<file path="src/rtl/axi_dm_pkg.sv">
// Shared definitions for the MM2S datamover responder: command and
// status field layout, AXI constants and the FSM state encoding.
package axi_dm_pkg;

    localparam int CMD_W   = 72;
    localparam int BTT_LO  = 0;
    localparam int BTT_HI  = 22;
    localparam int EOF_BIT = 30;
    localparam int ADDR_LO = 32;
    localparam int ADDR_HI = 63;
    localparam int TAG_LO  = 64;
    localparam int TAG_HI  = 67;

    localparam int BTT_W   = BTT_HI - BTT_LO + 1;
    localparam int BEATS_W = BTT_W - 2;

    localparam int STS_OKAY_BIT   = 7;
    localparam int STS_SLVERR_BIT = 6;
    localparam int STS_DECERR_BIT = 5;
    localparam int STS_INTERR_BIT = 4;

    localparam logic [2:0] ARSIZE_4B    = 3'b010;
    localparam logic [1:0] ARBURST_INCR = 2'b01;

    localparam logic [1:0] RRESP_SLVERR = 2'b10;
    localparam logic [1:0] RRESP_DECERR = 2'b11;

    typedef enum logic [2:0] {
        ST_IDLE,
        ST_CHECK,
        ST_AR,
        ST_DATA,
        ST_STS
    } state_e;

    typedef struct packed {
        logic [ADDR_HI-ADDR_LO:0] addr;
        logic [BTT_W-1:0]         btt;
        logic [TAG_HI-TAG_LO:0]   tag;
        logic                     eof;
    } cmd_t;

    function automatic cmd_t cmd_unpack(input logic [CMD_W-1:0] w);
        cmd_t c;
        c.addr = w[ADDR_HI:ADDR_LO];
        c.btt  = w[BTT_HI:BTT_LO];
        c.tag  = w[TAG_HI:TAG_LO];
        c.eof  = w[EOF_BIT];
        return c;
    endfunction

endpackage

</file>
<file path="src/rtl/axi_dm_cmd_skid.sv">
// Single-entry command buffer; holds one command while the responder
// is busy. A bypassed command is consumed directly and never stored.
module axi_dm_cmd_skid
    import axi_dm_pkg::*;
#(
    parameter int W = CMD_W
) (
    input  logic         clk,
    input  logic         rst_n,
    input  logic         s_valid,
    output logic         s_ready,
    input  logic [W-1:0] s_data,
    input  logic         bypass,
    output logic         m_valid,
    input  logic         m_ready,
    output logic [W-1:0] m_data
);

    logic         full_q, full_d;
    logic [W-1:0] data_q, data_d;

    always_comb begin
        full_d = full_q;
        data_d = data_q;
        if (m_ready) begin
            full_d = 1'b0;
        end
        if (s_valid && s_ready && !bypass) begin
            full_d = 1'b1;
            data_d = s_data;
        end
    end

    always_ff @(posedge clk or negedge rst_n) begin
        if (!rst_n) begin
            full_q <= 1'b0;
            data_q <= '0;
        end else begin
            full_q <= full_d;
            data_q <= data_d;
        end
    end

    assign s_ready = ~full_q;
    assign m_valid = full_q;
    assign m_data  = data_q;

endmodule

</file>
<file path="src/rtl/axi_dm_mm2s_responder.sv">
// MM2S datamover command responder: command -> INCR read bursts -> stream.
// Optional one-entry command buffer enabled by AXI_DM_CMD_SKID_EN.
module axi_dm_mm2s_responder
    import axi_dm_pkg::*;
#(
    parameter int C_S_AXIS_CMD_DATA_WIDTH = 72,
    parameter int C_M_AXIS_STS_DATA_WIDTH = 8,
    parameter int C_AXI_ADDR_WIDTH        = 32,
    parameter int C_AXI_DATA_WIDTH        = 32,
    parameter int C_MAX_BURST             = 16
) (
    input  logic                               clk,
    input  logic                               rst_n,
    input  logic                               S_AXIS_CMD_TVALID,
    output logic                               S_AXIS_CMD_TREADY,
    input  logic [C_S_AXIS_CMD_DATA_WIDTH-1:0] S_AXIS_CMD_TDATA,
    output logic                               M_AXIS_STS_TVALID,
    input  logic                               M_AXIS_STS_TREADY,
    output logic [C_M_AXIS_STS_DATA_WIDTH-1:0] M_AXIS_STS_TDATA,
    output logic [C_AXI_ADDR_WIDTH-1:0]        M_AXI_ARADDR,
    output logic [7:0]                         M_AXI_ARLEN,
    output logic [2:0]                         M_AXI_ARSIZE,
    output logic [1:0]                         M_AXI_ARBURST,
    output logic                               M_AXI_ARVALID,
    input  logic                               M_AXI_ARREADY,
    input  logic [C_AXI_DATA_WIDTH-1:0]        M_AXI_RDATA,
    input  logic [1:0]                         M_AXI_RRESP,
    input  logic                               M_AXI_RLAST,
    input  logic                               M_AXI_RVALID,
    output logic                               M_AXI_RREADY,
    output logic [C_AXI_DATA_WIDTH-1:0]        M_AXIS_TDATA,
    output logic                               M_AXIS_TVALID,
    input  logic                               M_AXIS_TREADY,
    output logic                               M_AXIS_TLAST,
    output logic                               busy
);

    state_e                      state_q, state_d;
    logic [C_AXI_ADDR_WIDTH-1:0] addr_q, addr_d;
    logic [BTT_W-1:0]            btt_q, btt_d;
    logic [3:0]                  tag_q, tag_d;
    logic                        eof_q, eof_d;
    logic [BEATS_W-1:0]          beats_rem_q, beats_rem_d;
    logic [8:0]                  burst_cnt_q, burst_cnt_d;
    logic [7:0]                  arlen_q, arlen_d;
    logic                        slverr_q, slverr_d;
    logic                        decerr_q, decerr_d;
    logic                        interr_q, interr_d;
    logic                        live_q;

    logic [CMD_W-1:0] cmd_word;
    logic [CMD_W-1:0] in_word;
    logic             in_valid;
    logic             take;
    logic             rd_hs;
    logic             last_beat;
    logic [8:0]       len;
    cmd_t             cmd;

    // Beats for the next burst: remaining work, capped by max burst
    // and by the words left before the next 4 KB page.
    function automatic logic [8:0] burst_len(
        input logic [BEATS_W-1:0] beats,
        input logic [9:0]         word_off
    );
        logic [10:0] page_beats;
        logic [8:0]  cap;
        page_beats = 11'd1024 - {1'b0, word_off};
        cap = (page_beats > 11'(C_MAX_BURST)) ?
              9'(C_MAX_BURST) : page_beats[8:0];
        burst_len = (beats > BEATS_W'(cap)) ? cap : beats[8:0];
    endfunction

    assign cmd_word  = S_AXIS_CMD_TDATA[CMD_W-1:0];
    assign cmd       = cmd_unpack(in_word);
    assign rd_hs     = (state_q == ST_DATA) && M_AXI_RVALID && M_AXIS_TREADY;
    assign last_beat = (burst_cnt_q == 9'd1);

`ifdef AXI_DM_CMD_SKID_EN
    logic             skid_valid;
    logic             skid_ready;
    logic             skid_bypass;
    logic [CMD_W-1:0] skid_data;

    assign skid_bypass = live_q && (state_q == ST_IDLE) && !skid_valid;

    axi_dm_cmd_skid #(.W(CMD_W)) u_skid (
        .clk     (clk),
        .rst_n   (rst_n),
        .s_valid (S_AXIS_CMD_TVALID && live_q),
        .s_ready (skid_ready),
        .s_data  (cmd_word),
        .bypass  (skid_bypass),
        .m_valid (skid_valid),
        .m_ready (take && skid_valid),
        .m_data  (skid_data)
    );

    assign S_AXIS_CMD_TREADY = live_q && skid_ready;
    assign in_word  = skid_valid ? skid_data : cmd_word;
    assign in_valid = skid_valid || (S_AXIS_CMD_TVALID && skid_bypass);
`else
    assign S_AXIS_CMD_TREADY = live_q && (state_q == ST_IDLE);
    assign in_word  = cmd_word;
    assign in_valid = S_AXIS_CMD_TVALID && S_AXIS_CMD_TREADY;
`endif

    always_comb begin
        state_d     = state_q;
        addr_d      = addr_q;
        btt_d       = btt_q;
        tag_d       = tag_q;
        eof_d       = eof_q;
        beats_rem_d = beats_rem_q;
        burst_cnt_d = burst_cnt_q;
        arlen_d     = arlen_q;
        slverr_d    = slverr_q;
        decerr_d    = decerr_q;
        interr_d    = interr_q;
        len         = '0;
        take        = 1'b0;
        unique case (state_q)
            ST_IDLE: take = in_valid;
            ST_CHECK: begin
                if (btt_q == '0 || addr_q[1:0] != 2'b00 ||
                    btt_q[1:0] != 2'b00) begin
                    interr_d = 1'b1;
                    state_d  = ST_STS;
                end else begin
                    beats_rem_d = btt_q[BTT_W-1:2];
                    len         = burst_len(beats_rem_d, addr_q[11:2]);
                    burst_cnt_d = len;
                    arlen_d     = 8'(len - 9'd1);
                    state_d     = ST_AR;
                end
            end
            ST_AR: begin
                if (M_AXI_ARREADY) begin
                    state_d = ST_DATA;
                end
            end
            ST_DATA: begin
                if (rd_hs) begin
                    beats_rem_d = beats_rem_q - BEATS_W'(1);
                    burst_cnt_d = burst_cnt_q - 9'd1;
                    addr_d      = addr_q + C_AXI_ADDR_WIDTH'(4);
                    if (M_AXI_RRESP == RRESP_SLVERR) slverr_d = 1'b1;
                    if (M_AXI_RRESP == RRESP_DECERR) decerr_d = 1'b1;
                    if (M_AXI_RLAST != last_beat)    interr_d = 1'b1;
                    // The local counter, not RLAST, closes the burst.
                    if (last_beat) begin
                        if (beats_rem_d == '0) begin
                            state_d = ST_STS;
                        end else begin
                            len         = burst_len(beats_rem_d, addr_d[11:2]);
                            burst_cnt_d = len;
                            arlen_d     = 8'(len - 9'd1);
                            state_d     = ST_AR;
                        end
                    end
                end
            end
            ST_STS: begin
                if (M_AXIS_STS_TREADY) begin
                    state_d = ST_IDLE;
`ifdef AXI_DM_CMD_SKID_EN
                    take = skid_valid;
`endif
                end
            end
            default: state_d = ST_IDLE;
        endcase
        if (take) begin
            addr_d   = cmd.addr;
            btt_d    = cmd.btt;
            tag_d    = cmd.tag;
            eof_d    = cmd.eof;
            slverr_d = 1'b0;
            decerr_d = 1'b0;
            interr_d = 1'b0;
            state_d  = ST_CHECK;
        end
    end

    always_ff @(posedge clk or negedge rst_n) begin
        if (!rst_n) begin
            state_q     <= ST_IDLE;
            addr_q      <= '0;
            btt_q       <= '0;
            tag_q       <= '0;
            eof_q       <= 1'b0;
            beats_rem_q <= '0;
            burst_cnt_q <= '0;
            arlen_q     <= '0;
            slverr_q    <= 1'b0;
            decerr_q    <= 1'b0;
            interr_q    <= 1'b0;
            live_q      <= 1'b0;
        end else begin
            state_q     <= state_d;
            addr_q      <= addr_d;
            btt_q       <= btt_d;
            tag_q       <= tag_d;
            eof_q       <= eof_d;
            beats_rem_q <= beats_rem_d;
            burst_cnt_q <= burst_cnt_d;
            arlen_q     <= arlen_d;
            slverr_q    <= slverr_d;
            decerr_q    <= decerr_d;
            interr_q    <= interr_d;
            live_q      <= 1'b1;
        end
    end

    assign M_AXI_ARADDR  = addr_q;
    assign M_AXI_ARLEN   = arlen_q;
    assign M_AXI_ARSIZE  = ARSIZE_4B;
    assign M_AXI_ARBURST = ARBURST_INCR;
    assign M_AXI_ARVALID = (state_q == ST_AR);

    assign M_AXI_RREADY  = (state_q == ST_DATA) && M_AXIS_TREADY;
    assign M_AXIS_TVALID = (state_q == ST_DATA) && M_AXI_RVALID;
    assign M_AXIS_TDATA  = (state_q == ST_DATA) ? M_AXI_RDATA : '0;
    assign M_AXIS_TLAST  = (state_q == ST_DATA) && eof_q &&
                           (beats_rem_q == BEATS_W'(1)) && last_beat;

    assign busy = (state_q != ST_IDLE);

    // Only the most severe error is flagged: DECERR > SLVERR > INTERR.
    always_comb begin
        M_AXIS_STS_TDATA = '0;
        if (state_q == ST_STS) begin
            M_AXIS_STS_TDATA[STS_OKAY_BIT]   = ~(slverr_q | decerr_q | interr_q);
            M_AXIS_STS_TDATA[STS_DECERR_BIT] = decerr_q;
            M_AXIS_STS_TDATA[STS_SLVERR_BIT] = slverr_q & ~decerr_q;
            M_AXIS_STS_TDATA[STS_INTERR_BIT] = interr_q & ~slverr_q & ~decerr_q;
            M_AXIS_STS_TDATA[3:0]            = tag_q;
        end
    end

    assign M_AXIS_STS_TVALID = (state_q == ST_STS);

endmodule
</file>
<file path="config.mk">
export PLATFORM = sky130hd
export DESIGN_NAME = axi_dm_mm2s_responder
export DESIGN_NICKNAME = d
export VERILOG_FILES = /design/src/rtl/axi_dm_pkg.sv /design/src/rtl/axi_dm_cmd_skid.sv /design/src/rtl/axi_dm_mm2s_responder.sv
export SDC_FILE = /design/constraint.sdc
export NUM_CORES = 1
export LEC_CHECK = 0
export CAP_MARGIN = 0
export CORE_ASPECT_RATIO = 1.4
export CORE_MARGIN = 2
export CORE_UTILIZATION = 59
export DETAILED_ROUTE_END_ITERATION = 7
export DONT_BUFFER_PORTS = 1
export GPL_ROUTABILITY_DRIVEN = 1
export PLACE_DENSITY = 0.78
export SYNTH_ARGS = -nofsm -noshare
export SYNTH_HDL_FRONTEND = slang
export SYNTH_SLANG_ARGS = --single-unit
</file>
<file path="constraint.sdc">
create_clock -name clk -period 5.85 [get_ports clk]
set_input_delay 1.17 -clock clk [delete_from_list [all_inputs] [get_ports clk]]
set_output_delay 1.17 -clock clk [all_outputs]
set_load 0.01 [all_outputs]
</file>
* After elaboration in Yosys (flattened, before gate mapping)
Index checks and enable logic that the tools add are counted.
** Word-level totals
- Register bits :: 105
- Output and inout port bits :: 92
- Bits of input ports :: 114
** Cells by class
- $add $sub $neg :: 7
- Order comparisons :: 4
- Equality and inequality tests :: 20
- Bitwise gates (word level) :: 8
- Mux-type cells :: 44
- Reduce and logical (&&, ||, !) cells :: 29
** Operators with widths (number)
- two-way mux 32 bit :: 4
- two-way mux 9 bit :: 8
- greater-than comparator 21 x 9 -> 1 bit :: 2
- two-way mux 21 bit :: 2
- one-hot mux 21 bit (2 select lines) :: 1
- two-way mux 8 bit :: 5
- adder 32 x 3 -> 32 bit (second input constant) :: 1
- zero test 23 bit :: 1
- greater-than comparator 11 x 5 -> 1 bit (second input constant) :: 2
- subtractor 11 x 10 -> 11 bit (first input constant) :: 2
- == test 21 x 1 -> 1 bit (second input constant) :: 1
- zero test 21 bit :: 1
- two-way mux 3 bit :: 7
- subtractor 21 x 1 -> 21 bit (second input constant) :: 1
- one-hot mux 9 bit (2 select lines) :: 1
- one-hot mux 8 bit (2 select lines) :: 1
- subtractor 8 x 1 -> 8 bit (second input constant) :: 2
- one-hot mux 3 bit (5 select lines) :: 1
- nonzero test 2 bit :: 7
- two-way mux 1 bit :: 13
- != test 2 bit (second input constant) :: 5
- AND reduction 5 bit :: 2
- == test 9 x 1 -> 1 bit (second input constant) :: 1
- != test 3 bit (second input constant) :: 3
- other kinds (19) :: 38

* Logic depth before layout (Yosys ltp)
Gate-level depths: netlist of the first run.
- Word-level depth :: 11
- Mapped depth :: 23
- Depth with buffers taken out :: 22

* Worst setup path after synthesis of the first run
Ideal clock, no wire load.
- Kind :: reg-to-reg
- Start :: register addr_q[2] (netlist: M_AXI_ARADDR[2])
- End :: register arlen_q[7] (netlist: M_AXI_ARLEN[7])
- Stages on the path, launching flop included :: 23
- Arrival :: 5.498 ns
- Slack :: 0.214 ns
- Required time :: 5.712 ns
- Period minus slack after synthesis :: 5.636 ns
- Library setup time :: 0.138 ns
- Cells stage by stage :: dfrtp_1 clkbuf_1 inv_1 ha_1 nand2b_1 or2_2 a211oi_1 o211ai_1 a32o_1 nor2_1 nand2_1 or2_2 ha_1 o21a_1 o211ai_1 nand4b_1 a2111oi_1 buf_2 nor4_1 o22ai_1 and4_1 nor2_1 or4_4
** Between the ends
- Longest elaborated chain between the ends :: 11
- Elaborated cells between the ends (all ways) :: 18
- Classes of those cells :: add/sub: 5; order compare: 4; mux: 9
** Ends and longest elaborated chain
- start, declared :: RTL line axi_dm_mm2s_responder.sv:39 : logic [C_AXI_ADDR_WIDTH-1:0] addr_q, addr_d;
- start signal, assigned :: RTL line axi_dm_mm2s_responder.sv:201 : addr_q <= addr_d;
- adder 32 x 3 -> 32 bit :: RTL line axi_dm_mm2s_responder.sv:146 : addr_d = addr_q + C_AXI_ADDR_WIDTH'(4);
- subtractor 11 x 10 -> 11 bit :: RTL line axi_dm_mm2s_responder.sv:68 : page_beats = 11'd1024 - {1'b0, word_off};
- greater-than comparator 11 x 5 -> 1 bit :: RTL line axi_dm_mm2s_responder.sv:69 : cap = (page_beats > 11'(C_MAX_BURST)) ?
- two-way mux 9 bit :: RTL line axi_dm_mm2s_responder.sv:69
- greater-than comparator 21 x 9 -> 1 bit :: RTL line axi_dm_mm2s_responder.sv:71 : burst_len = (beats > BEATS_W'(cap)) ? cap : beats[8:0];
- two-way mux 9 bit :: RTL line axi_dm_mm2s_responder.sv:71
- subtractor 8 x 1 -> 8 bit :: RTL line axi_dm_mm2s_responder.sv:157 : arlen_d = 8'(len - 9'd1);
- two-way mux 8 bit :: RTL line axi_dm_mm2s_responder.sv:152 : if (beats_rem_d == '0) begin
- two-way mux 8 bit :: RTL line axi_dm_mm2s_responder.sv:151 : if (last_beat) begin
- two-way mux 8 bit :: RTL line axi_dm_mm2s_responder.sv:143 : if (rd_hs) begin
- one-hot mux 8 bit (2 select lines) (*) :: RTL line axi_dm_mm2s_responder.sv:122 : unique case (state_q)
- end signal, assigned :: RTL line axi_dm_mm2s_responder.sv:207 : arlen_q <= arlen_d;
- end, declared :: RTL line axi_dm_mm2s_responder.sv:45 : logic [7:0] arlen_q, arlen_d;
Every way passes the cells marked *; elsewhere a longest branch is shown, timed or not. The select of a mux whose other input is x is not followed.
A chain may end at the register's enable or synchronous reset.

* Worst setup path after layout of the first run
Same ends and word-level chain as after synthesis.

==> results of run 1 <==
==> report_power, final <==
| part | internal, mW | switching, mW | total [mW] |
|---|---|---|---|
| sequential | 1.07 | 0.554 | 1.62 |
| combinational | 0.798 | 1.21 | 2.00 |
| clock | 0.299 | 0.308 | 0.606 |
==> flip-flops by register name, summed over array words and instances, names as in the netlist, 3 cells and up <==
register / flops
tag_q: 4
burst_cnt_q: 9
beats_rem_q: 21
state_q: 3
btt_q: 23
M_AXI_ARADDR: 32
M_AXI_ARLEN: 8
==> timing repair <==
action	4_1_cts	5_1_grt
hold endpoints to repair	0	0
setup endpoints to repair	1	4
resized for setup	2	10
setup buffers	0	2
pin swaps	0	4
cloned	0	0
==> synthesized netlist by cell type (8+ instances only) <==
library cell,instances
o211ai_1,12
o21ai_0,69
clkbuf_1,60
nand2_1,164
a21oi_1,49
and3_1,55
a31oi_1,19
nor3b_1,14
nor3_1,20
o31ai_1,10
xnor2_1,18
nor2_1,70
dfrtp_1,105
a221o_1,11
nand2b_1,12
inv_1,24
ha_1,26
and2_1,9
nand3_1,31
a21o_1,9
a211oi_1,9
o22ai_1,8
nand4_1,8
and4_1,9
nor4_1,20
xor2_1,9
==> kinds of logic (layout without fill, tap and decap cells) <==
| logic type | Yosys count | in the layout | synth area share (%) |
|---|---|---|---|
| flip-flops | 105 | 105 | 34.7 |
| multiplexers | 6 | 6 | 0.810 |
| XOR/XNOR | 27 | 27 | 3.12 |
| other | 2 | 16 | 0.0992 |
| AO/OA/AOI/OAI | 245 | 245 | 21.2 |
| buffers and inverters | 95 | 68 | 5.19 |
| AND/OR/NAND/NOR | 455 | 455 | 30.6 |
| adder cells (fa/ha/maj) | 26 | 26 | 4.30 |
==> worst max path at each step <==
stage,depth (start not counted),from,slack [ns],endpoint
2_1_floorplan,22,M_AXI_ARADDR[2],0.21,M_AXI_ARLEN[7]
3_3_place_gp,21,M_AXI_ARADDR[2],0.06,M_AXI_ARLEN[7]
3_5_place_dp,21,M_AXI_ARADDR[2],-0.07,M_AXI_ARLEN[7]
4_1_cts,21,M_AXI_ARADDR[2],0.09,M_AXI_ARLEN[7]
5_1_grt,22,M_AXI_ARADDR[2],-0.04,M_AXI_ARLEN[6]
6_report,22,M_AXI_ARADDR[2],0.26,M_AXI_ARLEN[7]
==> area by class of cell <==
| cell class | instances | area [sq um] | area share (%) |
|---|---|---|---|
| Antenna cell | 2 | 5.00 | 0.0621 |
| Clock buffer | 9 | 225 | 2.79 |
| Clock inverter | 7 | 66.3 | 0.822 |
| Inverter | 24 | 90.1 | 1.12 |
| Multi-Input combinational cell | 773 | 4650 | 57.6 |
| Sequential cell | 105 | 2630 | 32.6 |
| Tap cell | 153 | 191 | 2.37 |
| Timing Repair Buffer | 28 | 210 | 2.61 |
==> worst register-to-register path: stages (launching register included) <==
cell and delay, ns:
dfrtp_2 0.48, ha_1 0.27, buf_4 0.18, and4_1 0.24, and2_1 0.27, a311oi_1 0.29
o211ai_1 0.11, a32o_2 0.35, nor2_2 0.17, nand2_1 0.12, or2_2 0.29, ha_1 0.29
o21a_1 0.11, o211ai_1 0.15, nand4b_1 0.20, buf_4 0.20, a2111oi_4 0.30, buf_4 0.20
nor4_1 0.06, o31ai_2 0.33, and4_4 0.32, nor2_1 0.05, or4_4 0.46
==> layer usage <==
metal / up-vias / share of wire [%]
li1: 3447 / -
met1: 3452 / 38
met2: 324 / 50
met3: 77 / 6.7
met4: 0 / 5.5
met5: - / 0
==> impl_metrics.json, run 1 <==
{
  "fin_setup_tns_ns": 0,
  "grtUsageTotal_pct": 31.3,
  "overflow": 0,
  "setup_viol": 0,
  "path_buf_inv": 3,
  "end_kind": "register",
  "crit_arrival_ns": 5.81,
  "clk_latency_ns": 0.35,
  "hold_violations": 0,
  "antenna_found_initial": 2,
  "cts.clk_slew.worst_paths_ns": 0.08,
  "root_buffer": "clkbuf_16",
  "reg2reg_to": "M_AXI_ARLEN[7]",
  "numPortBuffers": 0,
  "grt_max_degree": 106,
  "clock_path_buffers": 2,
  "ys_seq_area_share_pct": 34.7,
  "syn_area_sq_mm": 0.00757,
  "synthFlopType": "dfrtp_1",
  "syn_inst": 961,
  "fmax_mhz": 179,
  "dieArea_sq_mm": 0.0138,
  "dp_cells": 1081,
  "crit_family": "simple AND/OR/NAND/NOR gates",
  "synth_area_leaders": "dfrtp_1 (35%), nand2_1 (8.1%), o21ai_0 (4.6%)",
  "final_util_pct": 63.5,
  "first_global_vias": 6847,
  "cpPeakStageDelay_ns": 0.48,
  "whs_endpoint": "tag_q[3]",
  "worstSetupPathType": "reg -> reg",
  "finalClockSkew_ns": 0.00795,
  "synth_cell_type_count": 69,
  "detail_route.first_pass.iterations": 8,
  "run_status": "finished, final reports clean",
  "drive_gt1_share_pct": 7.08,
  "met2_usage_pct": 52.9,
  "hold_start": "tag_q[3]",
  "hold_class": "reg -> reg",
  "routabilityCongestion": 0.937,
  "synth_area_leader_cell": "dfrtp_1",
  "layout_common_cells": "nand2_1 (164), dfrtp_1 (104), nor2_1 (68), o21ai_0 (68), and3_1 (54)",
  "start_util_pct": 59.6,
  "nets": 1081,
  "drc": 0,
  "vias_per_cell": 6.63,
  "crit_path_top_delay_cell": "dfrtp_2",
  "worstMarginPinSlew_ns": 1.14,
  "final_area_sq_mm": 0.00806,
  "drt_iter0_markers": 486,
  "reg2reg_from": "M_AXI_ARADDR[2]",
  "clock_sinks": 105,
  "rows": 49,
  "min_period_ns": 5.59,
  "die_h_um": 138,
  "report.final.slew_viol_count": 0,
  "max-slew-margin-rel_pct": 23.7,
  "crit_top_cell": "buf_4",
  "vias": 7300,
  "synth_top_cell_area_share_pct": 34.7,
  "setup_ws_ns": 0.260,
  "power.density_mw_per_mm2": 525,
  "grt-busiest-layer": "met2",
  "finalCritPeriodShare_pct": 95.5,
  "path_max_fanout": 9,
  "synth_edf_count": 0,
  "ctsHoldBuffers": 0,
  "drt-total-wl_mm": 21.9,
  "cp.required_ns": 6.07,
  "maxCapViolCount": 0,
  "crit_chain": "ha_1 > buf_4 > and4_1 > and2_1 > a311oi_1 > o211ai_1 > a32o_2 > nor2_2 > nand2_1 > or2_2 > ha_1 > o21a_1 > o211ai_1 > nand4b_1 > buf_4 > a2111oi_4 > buf_4 > nor4_1 > o31ai_2 > and4_4 > nor2_1 > or4_4",
  "ff2ff_path_depth": 22,
  "hpwl_mm": 16.0,
  "io_pins": 206,
  "use_met1_pct": 37.1,
  "stdcell_count": 1101,
  "syn2layout_area_growth_pct": 6.55,
  "start_kind": "register",
  "fp.dieW_um": 99.7,
  "hold_path_depth": 2,
  "peakVddDrop_mv": 0.301,
  "place_ws_ns": -0.0733,
  "met3_usage_pct": 5.86,
  "h-tree-depth": 3,
  "layout_commonest_cell": "nand2_1",
  "yosys_warnings": 0,
  "ant_nets": 0,
  "syn_avg_cell_area_sq_um": 7.88,
  "n_fill_cell": 1100,
  "hold_slack_ns": 0.482,
  "synth-seq-cells": 105,
  "grt_first_pass_wirelength_mm": 34.8,
  "cts_inserted_buffers": 9,
  "async_flop_share_pct": 100,
  "p_total_mw": 4.23,
  "placed_cell_area_sq_mm": 0.00771,
  "core-area_sq_mm": 0.0127,
  "leakagePower_nw": 3.50,
  "rrSetupSlack_ns": 0.26,
  "cts_tree": "built",
  "wire_per_inst_um": 19.9
}
Power figures use the tool's default switching activity.
==> run 2: changes to the inputs <==
--- a/config.mk
+++ b/config.mk
@@ -6,7 +6,7 @@
 export NUM_CORES = 1
 export LEC_CHECK = 0
 export CAP_MARGIN = 0
-export CORE_ASPECT_RATIO = 1.4
+export CORE_ASPECT_RATIO = 0.7
 export CORE_MARGIN = 2
 export CORE_UTILIZATION = 59
 export DETAILED_ROUTE_END_ITERATION = 7
==> run 2 against run 1 <==
Effect of this change: flip-flop and latch count unchanged; worst setup slack better by 0.070 ns; final area is 0.71% higher; via count up 0.66%; wire length grew 1.8%; clock power rose by 13%.
==> impl_metrics.json, run 2 (synthesis results as in run 1) <==
{
  "clk_latency_ns": 0.37,
  "post_cts_resize_count": 0,
  "final_util_pct": 65.2,
  "first_global_vias": 6539,
  "reg2reg_to": "M_AXI_ARLEN[7]",
  "worstSetupPathType": "reg -> reg",
  "drc": 0,
  "vias": 7348,
  "postCtsSetupRepairBufs": 0,
  "netSwitchingFraction_pct": 48.6,
  "maxCapViolCount": 0,
  "largest_register_ffs": 32,
  "leakagePower_nw": 3.54,
  "grt_max_degree": 106,
  "start_util_pct": 60.7,
  "p_sw_mw": 2.09,
  "drt-total-wl_mm": 22.3,
  "fin_setup_tns_ns": 0,
  "hpwl_mm": 16.1,
  "io_pins": 206,
  "die_h_um": 98.8,
  "clock_sinks": 105,
  "p_seq_share_pct": 38.7,
  "detail_route.first_pass.iterations": 6,
  "layout_common_cells": "nand2_1 (164), dfrtp_1 (105), nor2_1 (69), o21ai_0 (68), and3_1 (53)",
  "p_int_mw": 2.21,
  "grt_first_pass_wirelength_mm": 35.3,
  "path_buf_inv": 1,
  "numPortBuffers": 0,
  "stdcell_count": 1112,
  "setup_viol": 0,
  "routabilityCongestion": 0.908,
  "dieArea_sq_mm": 0.0138,
  "crit_path_top_delay_cell": "a2111o_1",
  "combinationalPowerShare_pct": 45.5,
  "power.density_mw_per_mm2": 530,
  "power.share.clock_pct": 15.9,
  "end_kind": "register",
  "cts.clk_slew.worst_paths_ns": 0.09,
  "crit_chain": "ha_2 > and2_0 > nor4_1 > nor3_1 > or3_1 > a32o_1 > nor2_1 > buf_4 > nand3_1 > ha_1 > nor2b_1 > o21a_1 > o211ai_1 > nand4b_1 > a2111o_1 > o31ai_1 > a31oi_1 > and4_2 > and4_1 > or4_4",
  "peakVddDrop_mv": 0.291,
  "cpPeakStageDelay_ns": 0.53,
  "antenna_cells": 0,
  "cts_inserted_buffers": 9,
  "cts_tree": "built",
  "hold_slack_ns": 0.479,
  "ff2ff_path_depth": 20,
  "crit_family": "simple AND/OR/NAND/NOR gates",
  "max-slew-margin-rel_pct": 32.6,
  "report.final.slew_viol_count": 0,
  "vias_per_cell": 6.61,
  "start_kind": "register",
  "nets": 1085,
  "min_period_ns": 5.52,
  "root_buffer": "clkbuf_16",
  "run_status": "finished, final reports clean",
  "overflow": 0,
  "path_max_fanout": 11,
  "fp.dieW_um": 139,
  "ant_nets": 0,
  "syn2layout_area_growth_pct": 7.31,
  "critPathLaunch": "M_AXI_ARADDR[3]",
  "drive_gt1_share_pct": 7.16,
  "h-tree-depth": 3,
  "antenna_found_initial": 1,
  "finalCritPeriodShare_pct": 94.4,
  "hold_violations": 0,
  "drt_iter0_markers": 861,
  "fmax_mhz": 181,
  "dp_cells": 1096,
  "grtUsageTotal_pct": 31.9,
  "wire_per_inst_um": 20.0,
  "crit_arrival_ns": 5.75,
  "clock_path_buffers": 2,
  "rows": 34,
  "hold_class": "in -> async",
  "rrSetupSlack_ns": 0.33,
  "ctsHoldBuffers": 0,
  "reg2reg_from": "M_AXI_ARADDR[3]",
  "finalClockSkew_ns": 0.0118,
  "cp.required_ns": 6.08,
  "layout_commonest_cell": "nand2_1",
  "worstMarginPinSlew_ns": 1.01,
  "core-area_sq_mm": 0.0125
}
-- run 2: cell types whose count changed in the layout (fill, tap and decap cells not counted), sizes merged --
cell      before  now
inv           26   28
clkinv         4    2
bufinv         0    1
clkinvlp       1    0
buf           28   32
diode          2    0
-- run 2: final cells by class --
type	instances	area [sq um]
well taps	162	203
repair buffers	32	240
clock buffers	9	225
multi-input cells	773	4620
inverters	24	90.1
clock inverters	7	113
flip-flops and latches	105	2630
fillers	1086	4340
-- run 2: how the worst max path moves through the flow --
stage	endpoint	slack, ns	cells past startpoint
after floorplan	M_AXI_ARLEN[7]	0.21	22
after global placement	M_AXI_ARLEN[7]	0.35	20
after detailed placement	M_AXI_ARLEN[7]	0.31	21
after CTS	M_AXI_ARLEN[7]	0.26	21
after global routing	M_AXI_ARLEN[6]	-0.02	22
final	M_AXI_ARLEN[7]	0.33	20
-- run 2: power groups by stage --
stage	clock (mW)	combinational (mW)	sequential, mW
2_1_floorplan	0	1.57	1.42
3_3_place_gp	0	1.85	1.65
3_5_place_dp	0	1.90	1.65
4_1_cts	0.689	1.92	1.64
5_1_grt	0.720	2.19	1.72
6_report	0.684	1.96	1.66
-- run 2: layer usage --
layer | share of wire (%) | GRT usage, % | up-vias
met1 | 45 | 48.1 | 3501
met4 | 1.7 | 7.30 | 2
met5 | 0.058 | 0 | -
met2 | 44 | 47.9 | 362
met3 | 9.3 | 5.73 | 28
li1 | - | - | 3455
-- run 2: worst register-to-register path, cell delays in order (launching register included) --
cell	delay [ns]
dfrtp_1	0.44
ha_2	0.28
and2_0	0.28
nor4_1	0.33
nor3_1	0.12
or3_1	0.38
a32o_1	0.25
nor2_1	0.18
buf_4	0.16
nand3_1	0.08
ha_1	0.33
nor2b_1	0.13
o21a_1	0.16
o211ai_1	0.16
nand4b_1	0.21
a2111o_1	0.53
o31ai_1	0.14
a31oi_1	0.19
and4_2	0.36
and4_1	0.19
or4_4	0.49
-- run 2: metrics by stage --
stage	total power, mW	worst slack, ns	cell area [sq um]
after floorplan	2.99	0.214	7610
after global placement	3.50	0.353	7760
after detailed placement	3.55	0.307	7760
after CTS	4.25	0.263	8100
after global routing	4.63	-0.0163	8120
final	4.31	0.330	8120
==> run 3: changes to the inputs <==
--- a/config.mk
+++ b/config.mk
@@ -5,6 +5,7 @@
 export SDC_FILE = /design/constraint.sdc
 export NUM_CORES = 1
 export LEC_CHECK = 0
+export ABC_AREA = 0
 export CAP_MARGIN = 0
 export CORE_ASPECT_RATIO = 0.7
 export CORE_MARGIN = 2
==> results of run 3 <==
The final DEF is identical to that of run 2; final timing and power are the same.
